===== src/rtl/aes_pkg.sv =====
// Shared AES datapath constants, byte indexing helper and feeder FSM encoding.
//   WORD_SIZE  : column width in bits
//   BYTE_SIZE  : byte width in bits
//   STATE_SIZE : AES state width (4 columns)
//   get_byte   : byte k of a column-major state (row k%4, column k/4), byte 0 in the MSBs
//   fsm_state_e: column feeder states
package aes_pkg;

    localparam int unsigned WORD_SIZE  = 32;
    localparam int unsigned BYTE_SIZE  = 8;
    localparam int unsigned STATE_SIZE = 4 * WORD_SIZE;

    typedef enum logic [0:0] {
        ST_IDLE = 1'b0,
        ST_SEND = 1'b1
    } fsm_state_e;

    function automatic logic [BYTE_SIZE-1:0] get_byte(
        input logic [STATE_SIZE-1:0] s,
        input int unsigned           k
    );
        return s[STATE_SIZE-1-BYTE_SIZE*k -: BYTE_SIZE];
    endfunction

endpackage


===== src/rtl/shift_rows_sel.sv =====
// ShiftRows column selector: purely combinational.
//   state   : column-major AES state
//   col_idx : output column index c (0..3)
//   column  : {s[0][c], s[1][c+1], s[2][c+2], s[3][c+3]} (indices mod 4), row 0 in the MSBs
module shift_rows_sel #(
    parameter int unsigned WORD_SIZE  = aes_pkg::WORD_SIZE,
    parameter int unsigned BYTE_SIZE  = aes_pkg::BYTE_SIZE,
    parameter int unsigned STATE_SIZE = aes_pkg::STATE_SIZE
) (
    input  logic [STATE_SIZE-1:0] state,
    input  logic [1:0]            col_idx,
    output logic [WORD_SIZE-1:0]  column
);
    import aes_pkg::get_byte;

    // Row r takes its byte from column (c + r) mod 4; the 2-bit add wraps naturally.
    always_comb begin
        column = '0;
        for (int unsigned r = 0; r < 4; r++) begin
            column[WORD_SIZE-1-BYTE_SIZE*r -: BYTE_SIZE] =
                get_byte(state, 32'(2'(col_idx + 2'(r))) * 4 + r);
        end
    end

endmodule


===== src/rtl/shift_rows_col_feeder.sv =====
// ShiftRows column feeder: holds one post-SubBytes state and emits its four
// ShiftRows'd columns, one per non-stalled cycle, through registered outputs.
// A new state may be accepted while column 3 is selected, giving back-to-back
// streaming at one state per 4 cycles.
//   clk, reset      : rising-edge clock, asynchronous active-high reset
//   in_valid/ready  : state handshake (in_ready is combinational)
//   in_state        : column-major state, byte 0 in the MSBs
//   in_last_round   : state belongs to the final round
//   out_stall       : pause column emission
//   out_col_valid   : out_column valid
//   out_column      : ShiftRows'd column, row 0 in the MSBs
//   out_col_last    : emitted column is column 3
//   out_last_round  : last-round flag of the state being emitted
//   out_col_idx     : column index of out_column (only with SHIFT_ROWS_COL_IDX_EN)
// Build option: define SHIFT_ROWS_COL_IDX_EN to add the out_col_idx output.
module shift_rows_col_feeder #(
    parameter int unsigned WORD_SIZE  = aes_pkg::WORD_SIZE,
    parameter int unsigned BYTE_SIZE  = aes_pkg::BYTE_SIZE,
    parameter int unsigned STATE_SIZE = aes_pkg::STATE_SIZE
) (
    input  logic                  clk,
    input  logic                  reset,
    input  logic                  in_valid,
    output logic                  in_ready,
    input  logic [STATE_SIZE-1:0] in_state,
    input  logic                  in_last_round,
    input  logic                  out_stall,
    output logic                  out_col_valid,
    output logic [WORD_SIZE-1:0]  out_column,
    output logic                  out_col_last,
`ifdef SHIFT_ROWS_COL_IDX_EN
    output logic [1:0]            out_col_idx,
`endif
    output logic                  out_last_round
);
    import aes_pkg::fsm_state_e;
    import aes_pkg::ST_IDLE;
    import aes_pkg::ST_SEND;

    fsm_state_e            state_q, state_d;
    logic [1:0]            col_cnt_q, col_cnt_d;
    logic [STATE_SIZE-1:0] hold_state_q, hold_state_d;
    logic                  hold_last_q, hold_last_d;
    logic                  out_col_valid_q, out_col_valid_d;
    logic [WORD_SIZE-1:0]  out_column_q, out_column_d;
    logic                  out_col_last_q, out_col_last_d;
    logic                  out_last_round_q, out_last_round_d;
    logic [1:0]            out_col_idx_q, out_col_idx_d;
    logic [WORD_SIZE-1:0]  sel_column;
    logic                  ready_c;
    logic                  emit_c;

    shift_rows_sel #(
        .WORD_SIZE  (WORD_SIZE),
        .BYTE_SIZE  (BYTE_SIZE),
        .STATE_SIZE (STATE_SIZE)
    ) u_sel (
        .state   (hold_state_q),
        .col_idx (col_cnt_q),
        .column  (sel_column)
    );

    // Next-state, handshake and output-register inputs.
    always_comb begin
        state_d          = state_q;
        col_cnt_d        = col_cnt_q;
        hold_state_d     = hold_state_q;
        hold_last_d      = hold_last_q;
        out_column_d     = out_column_q;
        out_last_round_d = out_last_round_q;
        out_col_idx_d    = out_col_idx_q;
        ready_c          = 1'b0;
        emit_c           = 1'b0;

        case (state_q)
            ST_IDLE: begin
                ready_c = 1'b1;
                if (in_valid) begin
                    hold_state_d = in_state;
                    hold_last_d  = in_last_round;
                    col_cnt_d    = 2'd0;
                    state_d      = ST_SEND;
                end
            end
            ST_SEND: begin
                if (!out_stall) begin
                    emit_c    = 1'b1;
                    col_cnt_d = 2'(col_cnt_q + 2'd1);
                    // Column 3 leaves from the old hold value while a new state loads.
                    if (col_cnt_q == 2'd3) begin
                        ready_c = 1'b1;
                        if (in_valid) begin
                            hold_state_d = in_state;
                            hold_last_d  = in_last_round;
                        end else begin
                            state_d = ST_IDLE;
                        end
                    end
                end
            end
            default: state_d = ST_IDLE;
        endcase

        out_col_valid_d = emit_c;
        out_col_last_d  = emit_c && (col_cnt_q == 2'd3);
        if (emit_c) begin
            out_column_d     = sel_column;
            out_last_round_d = hold_last_q;
            out_col_idx_d    = col_cnt_q;
        end
    end

    // State and output registers.
    always_ff @(posedge clk or posedge reset) begin
        if (reset) begin
            state_q          <= ST_IDLE;
            col_cnt_q        <= 2'd0;
            hold_state_q     <= '0;
            hold_last_q      <= 1'b0;
            out_col_valid_q  <= 1'b0;
            out_column_q     <= '0;
            out_col_last_q   <= 1'b0;
            out_last_round_q <= 1'b0;
            out_col_idx_q    <= 2'd0;
        end else begin
            state_q          <= state_d;
            col_cnt_q        <= col_cnt_d;
            hold_state_q     <= hold_state_d;
            hold_last_q      <= hold_last_d;
            out_col_valid_q  <= out_col_valid_d;
            out_column_q     <= out_column_d;
            out_col_last_q   <= out_col_last_d;
            out_last_round_q <= out_last_round_d;
            out_col_idx_q    <= out_col_idx_d;
        end
    end

    // in_ready is held low while reset is applied.
    assign in_ready       = ready_c && !reset;
    assign out_col_valid  = out_col_valid_q;
    assign out_column     = out_column_q;
    assign out_col_last   = out_col_last_q;
    assign out_last_round = out_last_round_q;
`ifdef SHIFT_ROWS_COL_IDX_EN
    assign out_col_idx    = out_col_idx_q;
`else
    logic unused_idx;
    assign unused_idx = ^out_col_idx_q;
`endif

endmodule


===== config.mk =====
export PLATFORM = sky130hd
export DESIGN_NAME = shift_rows_col_feeder
export DESIGN_NICKNAME = d
export VERILOG_FILES = /design/src/rtl/aes_pkg.sv /design/src/rtl/shift_rows_sel.sv /design/src/rtl/shift_rows_col_feeder.sv
export SDC_FILE = /design/constraint.sdc
export NUM_CORES = 1
export LEC_CHECK = 0
export CELL_PAD_IN_SITES_DETAIL_PLACEMENT = 1
export CELL_PAD_IN_SITES_GLOBAL_PLACEMENT = 1
export CORE_MARGIN = 2
export CORE_UTILIZATION = 40
export CTS_CLUSTER_DIAMETER = 200
export DETAILED_ROUTE_END_ITERATION = 16
export DONT_BUFFER_PORTS = 1
export GPL_TIMING_DRIVEN = 0
export PLACE_DENSITY = 0.61
export SETUP_SLACK_MARGIN = 0.5
export SYNTH_ARGS = -nofsm -noshare
export SYNTH_HDL_FRONTEND = slang
export SYNTH_SLANG_ARGS = --single-unit

===== constraint.sdc =====
create_clock -name clk -period 7.7 [get_ports clk]
set_input_delay 1.155 -clock clk [delete_from_list [all_inputs] [get_ports clk]]
set_output_delay 1.155 -clock clk [all_outputs]
set_load 0.02 [all_outputs]

==> metrics.md <==
| Metric | Value |
|---|---|
| Combinational share of power | `0.366` |
| Slew @ Worst Pin | `0.661 ns` |
| Relative slew slack | `0.559` |
| Crit path kind | `in2out` |
| Finished Core Util | `0.459` |
| TritonCTS clock tree | `done` |
| Post-synth top area share | `0.539` |
| Post-Route WL | `19,100 um` |
| Highest-count cells in the layout ignoring fill and taps | `dfrtp_1, mux2_4, mux2i_1, nand2_1, o221ai_2` |
| Row cnt | `50` |
| PwrDens | `454 nW/um2` |
| Max Clock Freq | `341 MHz` |
| Final setup fails | `0` |
| Total number of vias | `4,032` |
| Detailed Route Iter0 Violations | `82` |
| Syn Nets | `610` |
| Buffers plus inverters on the worst setup path | `0` |
| Max-Cap Viols | `0` |
| HP Class | `reg2reg` |
| Drt first pass iters | `4` |
| Avg Inst Size Synth | `16.3 um2` |
| Initial antenna violation count | `2` |
| Number of vias per cell | `5.26` |
| CTS sink cnt | `167` |
| Final Cycle Share | `0.381` |
| TritonCTS Buffers | `17` |
| Met2 wire len | `9470 um` |
| Clock Latency Late Sink | `0.42 ns` |
| GRT Util Overall | `0.192` |
| Cells along the critical path | `nand2b_4 > a21oi_1` |
| Slowest CP cell | `a21oi_1` |
| Layout Cells excl Fill | `767` |
| Root Driver | `clkbuf_16` |
| CP max stage delay | `0.48 ns` |
| Peak supply drop | `0.000197 V` |
| DP Cell Count | `737` |
| Area leader, netlist | `dfrtp_1` |
| CTS Buffer Depth | `2` |
| Yosys cell types | `27` |
| Dpl hpwl | `13,400 um` |
| Largest net degree at the start of global routing | `120` |
| Final #Nets | `630` |
| Part of the power in the clock network | `0.202` |
| Delay-heaviest family, CP | `compound AO/OA/AOI/OAI gates` |
| Drt drc | `0` |
| First-pass GRT wire length | `28,700 um` |
| Final Skew | `0.0133 ns` |
| Internal cell power | `2.60 mW` |
| # port buffers | `0` |
| GPL Wtd Cong | `0.758` |
| Global route overflow | `0` |
| Die Y-Extent | `143 um` |
| Synth warnings | `0` |
| Final Max Slew Viols | `0` |
| Pleak | `3.87 nW` |
| Sw Ratio | `0.338` |
| Die Area | `20,500 um2` |
| Met1 wire length | `8070 um` |
| Hold Violations, Final | `0` |
| IO Pins | `169` |
| Clk slew on worst S/H paths | `0.06 ns` |
| Drt wl/cell | `24.9 um` |
| Critical-path maximum fanout | `3` |
| Fin crit period | `2.93 ns` |
| Switching pwr | `1.33 mW` |
| Setup_tns | `0 ns` |
| Routed Antenna Nets | `0` |
| Cts repair resizes | `0` |
| Initial Util | `0.411` |
| CTS HTree Levels | `4` |
| Post-CTS setup buffers | `0` |
| Crit end category | `primary output` |
| Crit start category | `input pin` |
| Status | `complete, no violations` |
| Die X | `143 um` |
| Area contributors post-synth | `dfrtp_1, mux2_4, mux2i_1` |
| Worst path arrival time | `1.78 ns` |
| Most common cell after layout, fill and taps aside | `dfrtp_1` |
| #FFs+latches synth | `167` |
| Area delta synth->final | `11.6%` |
| Share of layout cells above drive strength 1 | `0.411` |
| Core Region | `18,800 um2` |
| Mapped Area | `7750 um2` |
| Cells after Synth | `476` |
| Sequential power share | `0.432` |
| Vias in the first global route | `4,737` |
| CTS Hold Bufs | `0` |
| Met3 wire len | `1340 um` |
| Post-synthesis sequential area ratio | `0.539` |
| Top Layer Used | `met5` |
| Unrepaired setup endpoints after global routing | `no` |
| Critical Path RT | `6.55 ns` |
per-layer routing:
| layer | up-vias | GRT usage |
|---|---|---|
| met5 | - | 0 |
| met4 | 2 | 0.0396 |
| met3 | 14 | 0.0731 |
| met2 | 118 | 0.326 |
| met1 | 2117 | 0.233 |
| li1 | 1781 | - |
final timing paths:
check / endpoint / depth (start not counted) / start / slack [ns]
worst max register to register: hold_state_q[47]$_DFFE_PP0P_ / 6 / col_cnt_q[1]$_DFFE_PP0P_ / 5.79
max in group asynchronous: hold_state_q[23]$_DFFE_PP0P_ / 2 / reset / 6.20
worst min register to register: out_last_round$_DFFE_PP0P_ / 2 / hold_last_q$_DFFE_PP0P_ / 0.49
min in group asynchronous: state_q$_DFF_PP0_ / 1 / reset / 0.57
worst max-delay path: in_ready / 2 / out_stall / 4.77
worst min-delay path: out_last_round$_DFFE_PP0P_ / 2 / hold_last_q$_DFFE_PP0P_ / 0.49
sequential cells by signal (all words and copies together), names as in the netlist:
name and flops:
out_col_valid 1, hold_state_q 128, out_column 32, state_q 1, out_col_last 1, col_cnt_q 2, out_last_round 1, hold_last_q 1
cell type report:
| class | count | area (um2) |
|---|---|---|
| diodes | 1 | 2.50 |
| repair buffers | 1 | 27.5 |
| plain buffers | 32 | 384 |
| clock buffers | 20 | 457 |
| multi-input cells | 274 | 3160 |
| fillers | 1805 | 10200 |
| clock inverters | 9 | 80.1 |
| inverters | 3 | 31.3 |
| flip-flops and latches | 167 | 4180 |
| well taps | 260 | 325 |
power groups by stage:
stage | sequential, mW | clock (mW) | combinational, mW
floorplan | 1.60 | 0 | 1.21
global placement | 1.68 | 0 | 1.41
detailed placement | 1.71 | 0 | 1.46
CTS | 1.70 | 0.816 | 1.47
global route | 1.75 | 0.857 | 1.55
finish | 1.70 | 0.795 | 1.44
synthesized netlist by cell type:
master    count
and2_1        1
nand2b_4      3
buf_8         1
buf_1         1
nand2_1      35
clkbuf_1      2
inv_12        1
mux2_1       10
a22o_1        1
mux2i_1      64
o221ai_1     10
o221ai_2     22
a21oi_1       2
nand2_4       2
mux2_2       19
dfrtp_1     167
buf_4         1
a21boi_4      1
buf_2         8
ha_1          1
buf_6         8
mux2_4      100
inv_1         2
buf_12       11
a21bo_2       1
a21o_1        1
nand2b_1      1
kinds of logic (layout without fill, tap and decap cells):
| family | after synthesis | after routing | synth area share |
|---|---|---|---|
| simple gates | 42 | 42 | 0.0268 |
| buf+inv | 35 | 65 | 0.0526 |
| flops | 167 | 167 | 0.539 |
| mux | 193 | 193 | 0.319 |
| other cells | 0 | 1 | 0 |
| fa+ha+maj | 1 | 1 | 0.00161 |
| compound gates | 38 | 38 | 0.0610 |
through the flow:
step                hold WS (ns)  cell area (um2)  total power, mW  setup slack (ns)
floorplan                  0.438             7750             2.81              2.03
global placement           0.467             8070             3.10             0.329
detailed placement         0.479             8110             3.16              4.77
CTS                        0.498             8650             3.98              4.78
global route               0.512             8650             4.16              4.77
finish                     0.490             8650             3.93              4.77
Power figures use the tool's default switching activity.
